--- src/rtl/hazard_pkg.sv ---
// Shared types and field offsets for the pipeline hazard control unit.
// - state_t   : memory-wait freeze FSM states
// - fwd_sel_t : ALU operand forwarding select encoding
// - S_*/M_*   : bit offsets into the hazard_singles / hazard_mults buses
// - regMatch  : register compare where register 0 never matches
package hazard_pkg;

  typedef enum logic {
    RUN,
    WAIT
  } state_t;

  typedef enum logic [1:0] {
    FWD_RF = 2'b00,
    FWD_W  = 2'b01,
    FWD_M  = 2'b10
  } fwd_sel_t;

  localparam int unsigned REG_W = 5;

  // hazard_singles bit positions
  localparam int unsigned S_MEMTOREG_E = 4;
  localparam int unsigned S_REGWRITE_E = 3;
  localparam int unsigned S_MEMTOREG_M = 2;
  localparam int unsigned S_REGWRITE_M = 1;
  localparam int unsigned S_REGWRITE_W = 0;

  // hazard_mults field LSB positions (each REG_W wide)
  localparam int unsigned M_RS_D = 30;
  localparam int unsigned M_RT_D = 25;
  localparam int unsigned M_RS_E = 20;
  localparam int unsigned M_RT_E = 15;
  localparam int unsigned M_WR_E = 10;
  localparam int unsigned M_WR_M = 5;
  localparam int unsigned M_WR_W = 0;

  // $zero is hard-wired, so a dependency on it is never a hazard.
  function automatic logic regMatch(input logic [REG_W-1:0] a,
                                    input logic [REG_W-1:0] b);
    return (a != '0) && (a == b);
  endfunction

endpackage

--- src/rtl/hazard_detect.sv ---
// Pure combinational hazard detection for the 5-stage pipeline.
// Inputs : BranchD, singles (control bits), mults (register numbers)
// Outputs: forwardAE/BE (ALU operand select), forwardAD/BD (branch compare
//          select), lwStall (load-use), branchStall (branch operand not ready)
module hazard_detect
  import hazard_pkg::*;
(
  input  logic                BranchD,
  input  logic [4:0]          singles,
  input  logic [34:0]         mults,
  output fwd_sel_t            forwardAE,
  output fwd_sel_t            forwardBE,
  output logic                forwardAD,
  output logic                forwardBD,
  output logic                lwStall,
  output logic                branchStall
);

  logic [REG_W-1:0] rsD, rtD, rsE, rtE, wrE, wrM, wrW;
  logic             memtoRegE, regWriteE, memtoRegM, regWriteM, regWriteW;

  assign rsD = mults[M_RS_D +: REG_W];
  assign rtD = mults[M_RT_D +: REG_W];
  assign rsE = mults[M_RS_E +: REG_W];
  assign rtE = mults[M_RT_E +: REG_W];
  assign wrE = mults[M_WR_E +: REG_W];
  assign wrM = mults[M_WR_M +: REG_W];
  assign wrW = mults[M_WR_W +: REG_W];

  assign memtoRegE = singles[S_MEMTOREG_E];
  assign regWriteE = singles[S_REGWRITE_E];
  assign memtoRegM = singles[S_MEMTOREG_M];
  assign regWriteM = singles[S_REGWRITE_M];
  assign regWriteW = singles[S_REGWRITE_W];

  // Memory stage holds the newer value, so it wins over Writeback.
  function automatic fwd_sel_t fwdSel(input logic [REG_W-1:0] src);
    if (regWriteM && regMatch(src, wrM))      return FWD_M;
    else if (regWriteW && regMatch(src, wrW)) return FWD_W;
    else                                      return FWD_RF;
  endfunction

  always_comb begin
    forwardAE   = fwdSel(rsE);
    forwardBE   = fwdSel(rtE);
    forwardAD   = regWriteM && regMatch(rsD, wrM);
    forwardBD   = regWriteM && regMatch(rtD, wrM);
    lwStall     = memtoRegE && (regMatch(rtE, rsD) || regMatch(rtE, rtD));
    branchStall = BranchD &&
                  ((regWriteE && (regMatch(wrE, rsD) || regMatch(wrE, rtD))) ||
                   (memtoRegM && (regMatch(wrM, rsD) || regMatch(wrM, rtD))));
  end

endmodule

--- src/rtl/hazard_ctrl.sv ---
// Hazard control unit for the 5-stage MIPS pipeline.
// Combinational stall/flush/forward outputs from hazard_detect, plus a
// memory-wait freeze FSM, a wait watchdog and saturating perf counters.
// Ports:
//   clk, reset (sync, active-high), enable (counter/watchdog advance)
//   BranchD, MemWriteM, MemReadyM, hazard_singles[4:0], hazard_mults[34:0]
//   StallF/D/E/M/W, FlushE, ForwardAD/BD, ForwardAE/BE[1:0]
//   stall_cnt, memwait_cnt (CNT_W), mem_timeout (sticky)
module hazard_ctrl
  import hazard_pkg::*;
#(
  parameter int unsigned TIMEOUT = 16,
  parameter int unsigned CNT_W   = 32
) (
  input  logic             clk,
  input  logic             reset,
  input  logic             enable,
  input  logic             BranchD,
  input  logic             MemWriteM,
  input  logic             MemReadyM,
  input  logic [4:0]       hazard_singles,
  input  logic [34:0]      hazard_mults,
  output logic             StallF,
  output logic             StallD,
  output logic             StallE,
  output logic             StallM,
  output logic             StallW,
  output logic             FlushE,
  output logic             ForwardAD,
  output logic             ForwardBD,
  output logic [1:0]       ForwardAE,
  output logic [1:0]       ForwardBE,
  output logic [CNT_W-1:0] stall_cnt,
  output logic [CNT_W-1:0] memwait_cnt,
  output logic             mem_timeout
);

  localparam int unsigned WAIT_W = $clog2(TIMEOUT + 1);
  localparam logic [WAIT_W-1:0] WAIT_MAX = WAIT_W'(TIMEOUT);
  localparam logic [WAIT_W-1:0] WAIT_ONE = WAIT_W'(1);
  localparam logic [CNT_W-1:0]  CNT_ONE  = CNT_W'(1);

  fwd_sel_t          fwdAE, fwdBE;
  logic              fwdAD, fwdBD, lwStall, branchStall, anyStall, memWait;
  state_t            state, stateNext;
  logic [WAIT_W-1:0] waitCnt;
  logic [CNT_W-1:0]  stallCnt, memWaitCnt;
  logic              timeoutFlag;

  hazard_detect uDetect (
    .BranchD     (BranchD),
    .singles     (hazard_singles),
    .mults       (hazard_mults),
    .forwardAE   (fwdAE),
    .forwardBE   (fwdBE),
    .forwardAD   (fwdAD),
    .forwardBD   (fwdBD),
    .lwStall     (lwStall),
    .branchStall (branchStall)
  );

  assign anyStall = lwStall | branchStall;
  assign memWait  = (hazard_singles[S_MEMTOREG_M] | MemWriteM) & ~MemReadyM;

  always_comb begin
    stateNext = state;
    case (state)
      RUN:     if (memWait)  stateNext = WAIT;
      WAIT:    if (!memWait) stateNext = RUN;
      default: stateNext = RUN;
    endcase
  end

  always_ff @(posedge clk) begin
    if (reset) begin
      state       <= RUN;
      waitCnt     <= '0;
      stallCnt    <= '0;
      memWaitCnt  <= '0;
      timeoutFlag <= 1'b0;
    end else begin
      state <= stateNext;
      // waitCnt counts completed frozen cycles of the current wait episode.
      if (!memWait)
        waitCnt <= '0;
      else if (enable && waitCnt != WAIT_MAX)
        waitCnt <= waitCnt + WAIT_ONE;
      // Edge closing the TIMEOUT-th consecutive frozen cycle.
      if (enable && memWait && waitCnt == WAIT_MAX - WAIT_ONE)
        timeoutFlag <= 1'b1;
      if (enable && anyStall && stallCnt != '1)
        stallCnt <= stallCnt + CNT_ONE;
      if (enable && memWait && memWaitCnt != '1)
        memWaitCnt <= memWaitCnt + CNT_ONE;
    end
  end

  // Memory freeze holds the whole pipe and must not flush the D-E bubble;
  // every output is forced low while reset is asserted.
  always_comb begin
    StallF    = 1'b0;
    StallD    = 1'b0;
    StallE    = 1'b0;
    StallM    = 1'b0;
    StallW    = 1'b0;
    FlushE    = 1'b0;
    ForwardAD = 1'b0;
    ForwardBD = 1'b0;
    ForwardAE = FWD_RF;
    ForwardBE = FWD_RF;
    if (!reset) begin
      if (memWait) begin
        StallF = 1'b1;
        StallD = 1'b1;
        StallE = 1'b1;
        StallM = 1'b1;
        StallW = 1'b1;
      end else begin
        StallF = anyStall;
        StallD = anyStall;
        FlushE = anyStall;
      end
      ForwardAD = fwdAD;
      ForwardBD = fwdBD;
      ForwardAE = fwdAE;
      ForwardBE = fwdBE;
    end
  end

  assign stall_cnt   = reset ? '0 : stallCnt;
  assign memwait_cnt = reset ? '0 : memWaitCnt;
  assign mem_timeout = reset ? 1'b0 : timeoutFlag;

endmodule

--- config.mk ---
export PLATFORM = sky130hd
export DESIGN_NAME = hazard_ctrl
export DESIGN_NICKNAME = d
export VERILOG_FILES = /design/src/rtl/hazard_pkg.sv /design/src/rtl/hazard_detect.sv /design/src/rtl/hazard_ctrl.sv
export SDC_FILE = /design/constraint.sdc
export NUM_CORES = 1
export LEC_CHECK = 0
export ABC_CLOCK_PERIOD_IN_PS = 3400
export BUFFER_PORTS_ARGS = -buffer_cell sky130_fd_sc_hd__buf_2
export CAP_MARGIN = 40
export CORE_MARGIN = 8
export CORE_UTILIZATION = 30
export DETAILED_ROUTE_END_ITERATION = 6
export PLACE_DENSITY_LB_ADDON = 0.25
export SLEW_MARGIN = 20
export SYNTH_ARGS = -nofsm -noshare
export SYNTH_HDL_FRONTEND = slang
export SYNTH_SLANG_ARGS = --single-unit
--- constraint.sdc ---
create_clock -name clk -period 3.4 [get_ports clk]
set_input_delay 0.68 -clock clk [delete_from_list [all_inputs] [get_ports clk]]
set_output_delay 0.68 -clock clk [all_outputs]
set_load 0.005 [all_outputs]
* After elaboration in Yosys (flattened, before gate mapping)
Cells that the tools add are included.
** Storage, ports and cells
- Register bits after elaboration :: 70
- Logic and storage cells :: 84
- Bits of input ports :: 46
** Operators by class
- Reduce and logical (&&, ||, !) cells :: 39
- Add/sub/neg operators :: 3
- Bitwise operators :: 5
- Equality and inequality tests :: 16
- Muxes and demuxes :: 17
** Operators by type and width (number)
- adder 32 x 1 -> 32 bit (second input constant) :: 2
- 2-to-1 mux 32 bit :: 2
- inequality test 32 bit (second input constant) :: 2
- == test 5 bit :: 12
- nonzero test 5 bit :: 6
- logical AND 1 bit :: 28
- 2-to-1 mux 1 bit :: 11
- 2-to-1 mux 2 bit :: 4
- adder 5 x 1 -> 5 bit (second input constant) :: 1
- == test 5 x 4 -> 1 bit (second input constant) :: 1
- inequality test 5 bit (second input constant) :: 1
- logical OR 1 bit :: 4
- NOT 1 bit :: 2
- bitwise OR 1 bit :: 2
- OR reduction 2 bit :: 1
- bitwise AND 1 bit :: 1

* Logic depth before layout (Yosys ltp)
Gate-level depths: netlist (run 1).
- Depth in word-level cells :: 9
- Gate-level depth with buffers :: 11
- Mapped depth without buffers :: 8

* Cells and area by module
Synthesis (run 1) repeated with hierarchy kept, for this count alone.
** Unflattened totals
- Cell total of the unflattened synthesis :: 603
- Area, all modules :: 4793.3 um^2
** By module, submodules not included
- hazard_ctrl :: instances 1, cells an instance 505, seq. area each 1401.3 um^2, area an instance 4061.4 um^2
- hazard_detect :: instances 1, cells an instance 98, seq. area each 0.0 um^2, area an instance 732.0 um^2

* Least setup slack after synthesis (run 1)
No wires, ideal clock.
- Path type :: input-to-output
- Start point :: in hazard_mults[7]
- End point :: out StallF
- Setup slack :: 0.678 ns
- Arrival time :: 2.042 ns
- Buffers on the path :: 2
- Stages :: 7
- Path through :: buf_2 > or4_4 > o211ai_2 > a21oi_2 > nor3_1 > a21oi_1 > buf_4
** Between the ends
- Word-level cells in the longest chain between the ends :: 9
** RTL lines
- start, declared :: RTL line hazard_ctrl.sv:22 : input logic [34:0] hazard_mults,
- == test 5 bit or nonzero test 5 bit (tied branches) :: RTL line hazard_pkg.sv:40 : return (a != '0) && (a == b);
- logical AND 1 bit :: RTL line hazard_pkg.sv:40
- logical OR 1 bit (*) :: RTL line hazard_detect.sv:51 : (memtoRegM && (regMatch(wrM, rsD) || regMatch(wrM, rtD))));
- logical AND 1 bit (*) :: RTL line hazard_detect.sv:51
- logical OR 1 bit (*) :: RTL line hazard_detect.sv:50 : ((regWriteE && (regMatch(wrE, rsD) || regMatch(wrE, rtD))) ||
- logical AND 1 bit (*) :: RTL line hazard_detect.sv:49 : branchStall = BranchD &&
- bitwise OR 1 bit (*) :: RTL line hazard_ctrl.sv:62 : assign anyStall = lwStall | branchStall;
- 2-to-1 mux 1 bit (*) (2 in series)
- end, declared :: RTL line hazard_ctrl.sv:23 : output logic StallF,
Every way passes the cells marked *; elsewhere a longest branch is shown, timed or not.

* Worst setup path after layout (run 1)
- Start point :: in hazard_mults[25]
- End point :: out StallF
** Between the ends
- Word-level cells in the longest chain between the ends :: 9
** RTL lines
- == test 5 bit :: RTL line hazard_pkg.sv:40
- logical AND 1 bit :: RTL line hazard_pkg.sv:40
- logical OR 1 bit (on tied branches) :: RTL line hazard_detect.sv:50, hazard_detect.sv:51
- logical AND 1 bit (on tied branches) :: RTL line hazard_detect.sv:50, hazard_detect.sv:51
- logical OR 1 bit :: RTL line hazard_detect.sv:50
- logical AND 1 bit :: RTL line hazard_detect.sv:49
- bitwise OR 1 bit (*) :: RTL line hazard_ctrl.sv:62
- 2-to-1 mux 1 bit (*) :: RTL line hazard_ctrl.sv:112 : if (memWait) begin
- 2-to-1 mux 1 bit (*) :: RTL line hazard_ctrl.sv:111 : if (!reset) begin
Marks and branches as above.

==> metrics, run 1 <==
critical path fanouts, max=4; proportion of layout cells with a drive suffix above 1=22.7%; HP Class=flip-flop to flip-flop; fin crit share=86.5%; Crit Path Category=primary input to output pin; Tmin final=2.94 ns; vias per inst=4.98; P_leak=0.00225 uW; PortBufs=122; Mapped Nets=648; status=completed; Hold Fails Final Rpt=0; CP startpoint kind=primary input; H-tree depth=3; most frequent cells in the layout=121 x buf_2, 70 x dfxtp_1, 68 x nor2_1; IO Count=123; Final setup viols=0; n_diodes=0; Wirelength per Cell=14.4 um; Setup WS pre-CTS=0.444 ns; Syn. warnings=0; Final ANT Viol Nets=0; most common cell after layout, fill and taps aside=buf_2; initial antenna violation count=0; Core Util, Final=37.1%; number of post-CTS setup repair buffers=0; core footprint=15100 sq um; DR pass1 iterations=4; post-CTS sizing=0; Worst VDD drop=0.218 mV; via count=4400; number of nets in the layout=742; CTS tree=done; GP Congestion=0.817; post-synth cell types=50; DR iter-0 viols=183; Mean Syn Cell Area=7.71 sq um; Pwr Density=352 nW/um^2; setup_tns=0 ns; Yosys reg bits=70; # DRC=0; cell count after synthesis=597; CTS max path bufs=2; die area=19600 sq um; Fmax=0.340 GHz; total gr overflow=0; max-cap violation count=0; cts bufs inserted=9; Final Max Slew Viols=0; skew final=0.00935 ns; Async SR Flop Fraction=0%; CP required=2.72 ns; Die Span X=140 um; Clock Tree Root=clkbuf_16; Primary FF master, synth=dfxtp_1; GRT Overall Usage=12.5%; vias in the first global route=4349; die extent in y=140 um; CTS sink cnt=70; pin count of the biggest net entering global routing=129; Mapped Area=4600 sq um; Slew HR=60.7%; reg2reg path depth=8; clk_lat worst skew=0.33 ns; EDFF count, synth=0; Final Worst Setup Slack=0.459 ns; Critical Path End Type=output pin; drt total wl=12.7 mm; Layout area overhead=21.7%; Final HPWL DP=9.65 mm; crit path DAT=2.26 ns; cell depth of the worst min-delay path=2; RSZ-0062 raised after global routing=false; row cnt=45; clock transition at the registers of the reported paths=0.06 ns; Seq/Total Area, Yosys=30.5%; Slew @ Worst Pin=0.587 ns; cts-stage hold buffer count=0; first-pass GRT wire length=20.8 mm; fillers=1588; Initial Utilization=30.5%
[layer usage]
layer,global-route usage (%),share of wire (%),vias up
met3,3.39,5.0,8
met2,21.9,49,100
li1,-,-,2250
met1,15.0,45,2042
met5,0,0,-
met4,2.80,0.65,0
[registers in the layout, indices dropped and copies added, names as in the netlist]
register	cells
stallCnt	32
waitCnt	5
timeoutFlag	1
memWaitCnt	32
[critical path: stages]
cell and delay, ns:
buf_2 0.14, xor2_1 0.16, nor3_1 0.20, nand3_1 0.09, a211oi_1 0.47, nor3_1 0.16
a21oi_1 0.22, buf_2 0.15
[power breakdown]
group / total [uW] / leakage (uW) / internal, uW / switching, uW
clock network: 957 / 0.000146 / 607 / 350
logic: 188 / 0.00154 / 77.5 / 110
registers: 826 / 0.000564 / 823 / 3.06
total: 1970 / 0.00225 / 1510 / 463
[synthesized netlist by cell type, drive strengths merged, types with 2 or more instances]
| cell type | count | share of area [%] |
|---|---|---|
| ha | 5 | 1.4 |
| nor2 | 68 | 5.5 |
| nand3 | 34 | 3.7 |
| inv | 13 | 1.1 |
| nand2 | 36 | 2.9 |
| a21oi | 20 | 2.3 |
| or4 | 15 | 2.5 |
| nor2b | 60 | 8.2 |
| or3b | 3 | 0.57 |
| buf | 10 | 1.6 |
| nand4 | 21 | 2.9 |
| and4 | 4 | 0.76 |
| dfxtp | 70 | 30 |
| and3 | 10 | 1.4 |
| nor4 | 5 | 0.68 |
| or3 | 20 | 2.7 |
| o21ai | 28 | 3.0 |
| or2 | 4 | 0.54 |
| clkbuf | 31 | 2.6 |
| xor2 | 27 | 5.1 |
| o211ai | 2 | 0.44 |
| mux2 | 20 | 4.9 |
| xnor2 | 42 | 8.0 |
| nor3 | 33 | 3.7 |
[path summary, 6_finish.rpt]
| check | start | slack [ns] | end |
|---|---|---|---|
| worst min-delay path | stallCnt[9] | 0.51 | stallCnt[9] |
| worst min register to register | stallCnt[9] | 0.51 | stallCnt[9] |
| worst max register to register | stallCnt[0] | 0.90 | stallCnt[22] |
| worst max-delay path | hazard_mults[25] | 0.46 | StallF |
[kinds of logic (layout without fill, tap and decap cells)]
kind of cell	count (synthesis)	after routing	share of synthesized area, %
DFF	70	70	30.5
xor gates and xnor gates	69	69	13.1
buffers and inverters	54	153	5.25
AOI/OAI and AO/OA	60	60	7.86
adders and majority gates	5	5	1.36
and+or+nand+nor	318	318	36.8
muxes	21	21	5.11
[through the flow]
step	hold WS [ns]	instance area, sq um	instances	total power (uW)
2_1_floorplan	0.462	4600	597	967
3_3_place_gp	0.480	5300	868	1030
3_5_place_dp	0.505	5300	868	1030
4_1_cts	0.515	5600	884	1990
5_1_grt	0.544	5600	884	2050
6_report	0.514	5600	884	1970
[area by class of cell]
cell class	count	area (sq um)	share of cell area (%)
sequential	70	1400	25.0
clock buffer	13	260	4.65
timing repair buffer	124	653	11.7
clock inverter	3	42.5	0.760
tap	188	235	4.20
inverter	13	48.8	0.871
multi-input combinational	473	2960	52.8
Power figures use the tool's default switching activity.
==> run 2, diff against run 1 <==
--- a/config.mk
+++ b/config.mk
@@ -10,9 +10,11 @@
 export CAP_MARGIN = 40
 export CORE_MARGIN = 8
 export CORE_UTILIZATION = 30
+export CTS_CLUSTER_SIZE = 12
 export DETAILED_ROUTE_END_ITERATION = 6
 export PLACE_DENSITY_LB_ADDON = 0.25
 export SLEW_MARGIN = 20
 export SYNTH_ARGS = -nofsm -noshare
 export SYNTH_HDL_FRONTEND = slang
+export SYNTH_HIERARCHICAL = 1
 export SYNTH_SLANG_ARGS = --single-unit
==> metrics, run 2 <==
status=completed; core footprint=15800 sq um (+4.5%); via count=4687 (+6.5%); Levels on crit path=10 (+2); CP Cell Sequence=buf_2 -> xnor2_1 -> nand3_1 -> nor3_1 -> o2111ai_1 -> o21ai_1 -> o21ai_0 -> or4_4 -> or4_1 -> a21oi_1; GP Congestion=0.878 (+7.5%); Non-Filler Instances=933 (+5.5%); Mapped Nets=654 (+0.93%); n_diodes=0 (unchanged); Synth area leaders=dfxtp_1 29%, nor2b_1 8.7%, xnor2_1 8.0%; Slew HR=58.2% (-2.5 points); H-tree depth=3 (unchanged); total gr overflow=0 (unchanged); CP max stage cell=or4_4; delay-heaviest family, CP=simple AND/OR/NAND/NOR gates; Die Span X=142 um (+1.8%); HP Class=flip-flop to flip-flop; placed cell count=917 (+5.6%); top post-synthesis cells by count=70 x dfxtp_1, 69 x nor2_1, 67 x nor2b_1, 44 x xnor2_1, 34 x nand2_1; Wirelength per Cell=15.3 um (+6.4%); CTS max path bufs=2 (unchanged); Slew @ Worst Pin=0.621 ns (+0.0343 ns); Pwr Density=334 nW/um^2 (-5.0%); vias in the first global route=4670 (+7.4%); Final HPWL DP=10.9 mm (+13%); cts-stage hold buffer count=0 (unchanged); skew final=0.00630 ns (-0.00304 ns); Final setup viols=0 (unchanged); vias per inst=5.02 (+0.93%); top flop regs=memWaitCnt: 32 flops, stallCnt: 32 flops, waitCnt: 5 flops; RSZ-0062 raised after global routing=false; die area=20300 sq um (+3.7%); critical path fanouts, max=11 (+7); max-cap violation count=0 (unchanged); IO Count=123 (unchanged); CP bufs+invs=1 (-1); most frequent cells in the layout=121 x buf_2, 70 x dfxtp_1, 69 x nor2_1; Setup WS pre-CTS=0.0672 ns (-0.377 ns); Async SR Flop Fraction=0% (unchanged); Syn. warnings=6 (+6); reg2reg path depth=5 (-3); number of nets in the layout=763 (+2.8%); DR iter-0 viols=287 (+57%); PortBufs=122 (unchanged); leading area contributor after synthesis=dfxtp_1; slowest stage delay, CP=0.65 ns (+0.18 ns); Hold Fails Final Rpt=0 (unchanged); first-pass GRT wire length=23.6 mm (+14%); # DRC=0 (unchanged); Fmax=0.328 GHz (-3.4%); drt total wl=14.3 mm (+12%); Initial Utilization=30.4% (-0.10 points); post-CTS sizing=0 (unchanged); Final Max Slew Viols=0 (unchanged); initial antenna violation count=0 (unchanged); Clock Tree Root=clkbuf_16; Layout area overhead=23.4%; DR pass1 iterations=4 (unchanged); crit path DAT=3.31 ns (+1.05 ns); most common cell after layout, fill and taps aside=buf_2; Primary FF master, synth=dfxtp_1; number of post-CTS setup repair buffers=0 (unchanged); GRT Overall Usage=14.2% (+1.7 points); Seq/Total Area, Yosys=29.2% (-1.2 points); Crit Path Category=primary input to flip-flop; Final ANT Viol Nets=0 (unchanged); fin crit share=89.6% (+3.1 points); Worst VDD drop=0.225 mV (+3.0%); Mean Syn Cell Area=7.95 sq um (+3.1%); CTS sink cnt=70 (unchanged); CP required=3.66 ns (+0.94 ns); Final Worst Setup Slack=0.355 ns (-0.104 ns); Critical Path End Type=flip-flop; cell depth of the worst min-delay path=2 (unchanged); setup_tns=0 ns (unchanged); Yosys top cell area share=29.2% (-1.2 points); EDFF count, synth=0 (unchanged); most common cell in the synthesized netlist=dfxtp_1; CTS tree=done; Mapped Area=4790 sq um (+4.2%); Yosys reg bits=70 (unchanged); die extent in y=142 um (+1.8%); clk_lat worst skew=0.34 ns (about the same); Tmin final=3.04 ns (+0.104 ns); cts bufs inserted=9 (unchanged); row cnt=46 (+2.2%); CP startpoint kind=primary input; cell count after synthesis=603 (+1.0%); pin count of the biggest net entering global routing=51 (-60%); P_leak=0.00233 uW (+3.8%); clock transition at the registers of the reported paths=0.06 ns (about the same); post-synth cell types=55 (+10%); proportion of layout cells with a drive suffix above 1=26.9% (+4.2 points)
-- run 2: changes by cell type in the layout (fill, tap and decap cells not counted), moves of 6 or more --
cell,previous run,this run
o21ai_0,28,15
or3_1,20,10
mux2_2,10,31
xor2_1,27,21
mux2_1,10,0
buf_4,1,11
nor2b_1,60,67
-- run 2: worst paths after layout --
kind                         from             end  slack (ns)
setup reg to reg    memWaitCnt[4]  memWaitCnt[27]        0.87
hold reg to reg       timeoutFlag     timeoutFlag        0.47
hold / removal        timeoutFlag     timeoutFlag        0.47
setup / recovery  hazard_mults[5]    stallCnt[27]        0.36
-- run 2: tightest hold or removal path, cell delays in order, from the launching register on --
cell and delay (ns):
dfxtp_1 0.33, a21oi_1 0.04, nor2_1 0.07
-- run 2: cell families (layout without fill, tap and decap cells) --
logic type	after synthesis	after routing	synth area share [%]
flops	70	70	29.2
simple gates	325	325	37.5
buf+inv	47	161	4.52
compound gates	59	59	8.07
mux	32	32	7.49
fa+ha+maj	5	5	1.31
xor+xnor	65	65	11.9
-- run 2: through the flow --
stage               power, uW  utilization, %  instance area, sq um  hold WS [ns]
finish                   1980            37.5                  5910         0.472
global route             2070            37.5                  5910         0.519
CTS                      2010            37.5                  5910         0.474
global placement         1040            35.6                  5620         0.446
floorplan                 965               -                  4790         0.429
detailed placement       1040            35.6                  5620         0.456
-- run 2: metal layers --
| layer | vias up | GRT usage [%] | wire length [um] |
|---|---|---|---|
| li1 | 2370 | - | - |
| met1 | 2192 | 17.5 | 6560 |
| met2 | 107 | 23.8 | 6860 |
| met3 | 18 | 3.59 | 711 |
| met4 | 0 | 4.42 | 150 |
| met5 | - | 0 | 0 |
-- run 2: final cells by class --
class                      count  area [sq um]
clock buffer                   9           225
timing repair buffer         134           728
inverter                      11          41.3
tap                          216           270
sequential                    70          1400
multi-input combinational    486          3180
clock inverter                 7          72.6
fill                        1686          9860
-- run 2: where the power goes --
group / total (uW) / internal (uW) / switching [uW]
sequential: 826 / 823 / 2.69
clock: 957 / 571 / 387
combinational: 195 / 83.6 / 111
total: 1980 / 1480 / 501
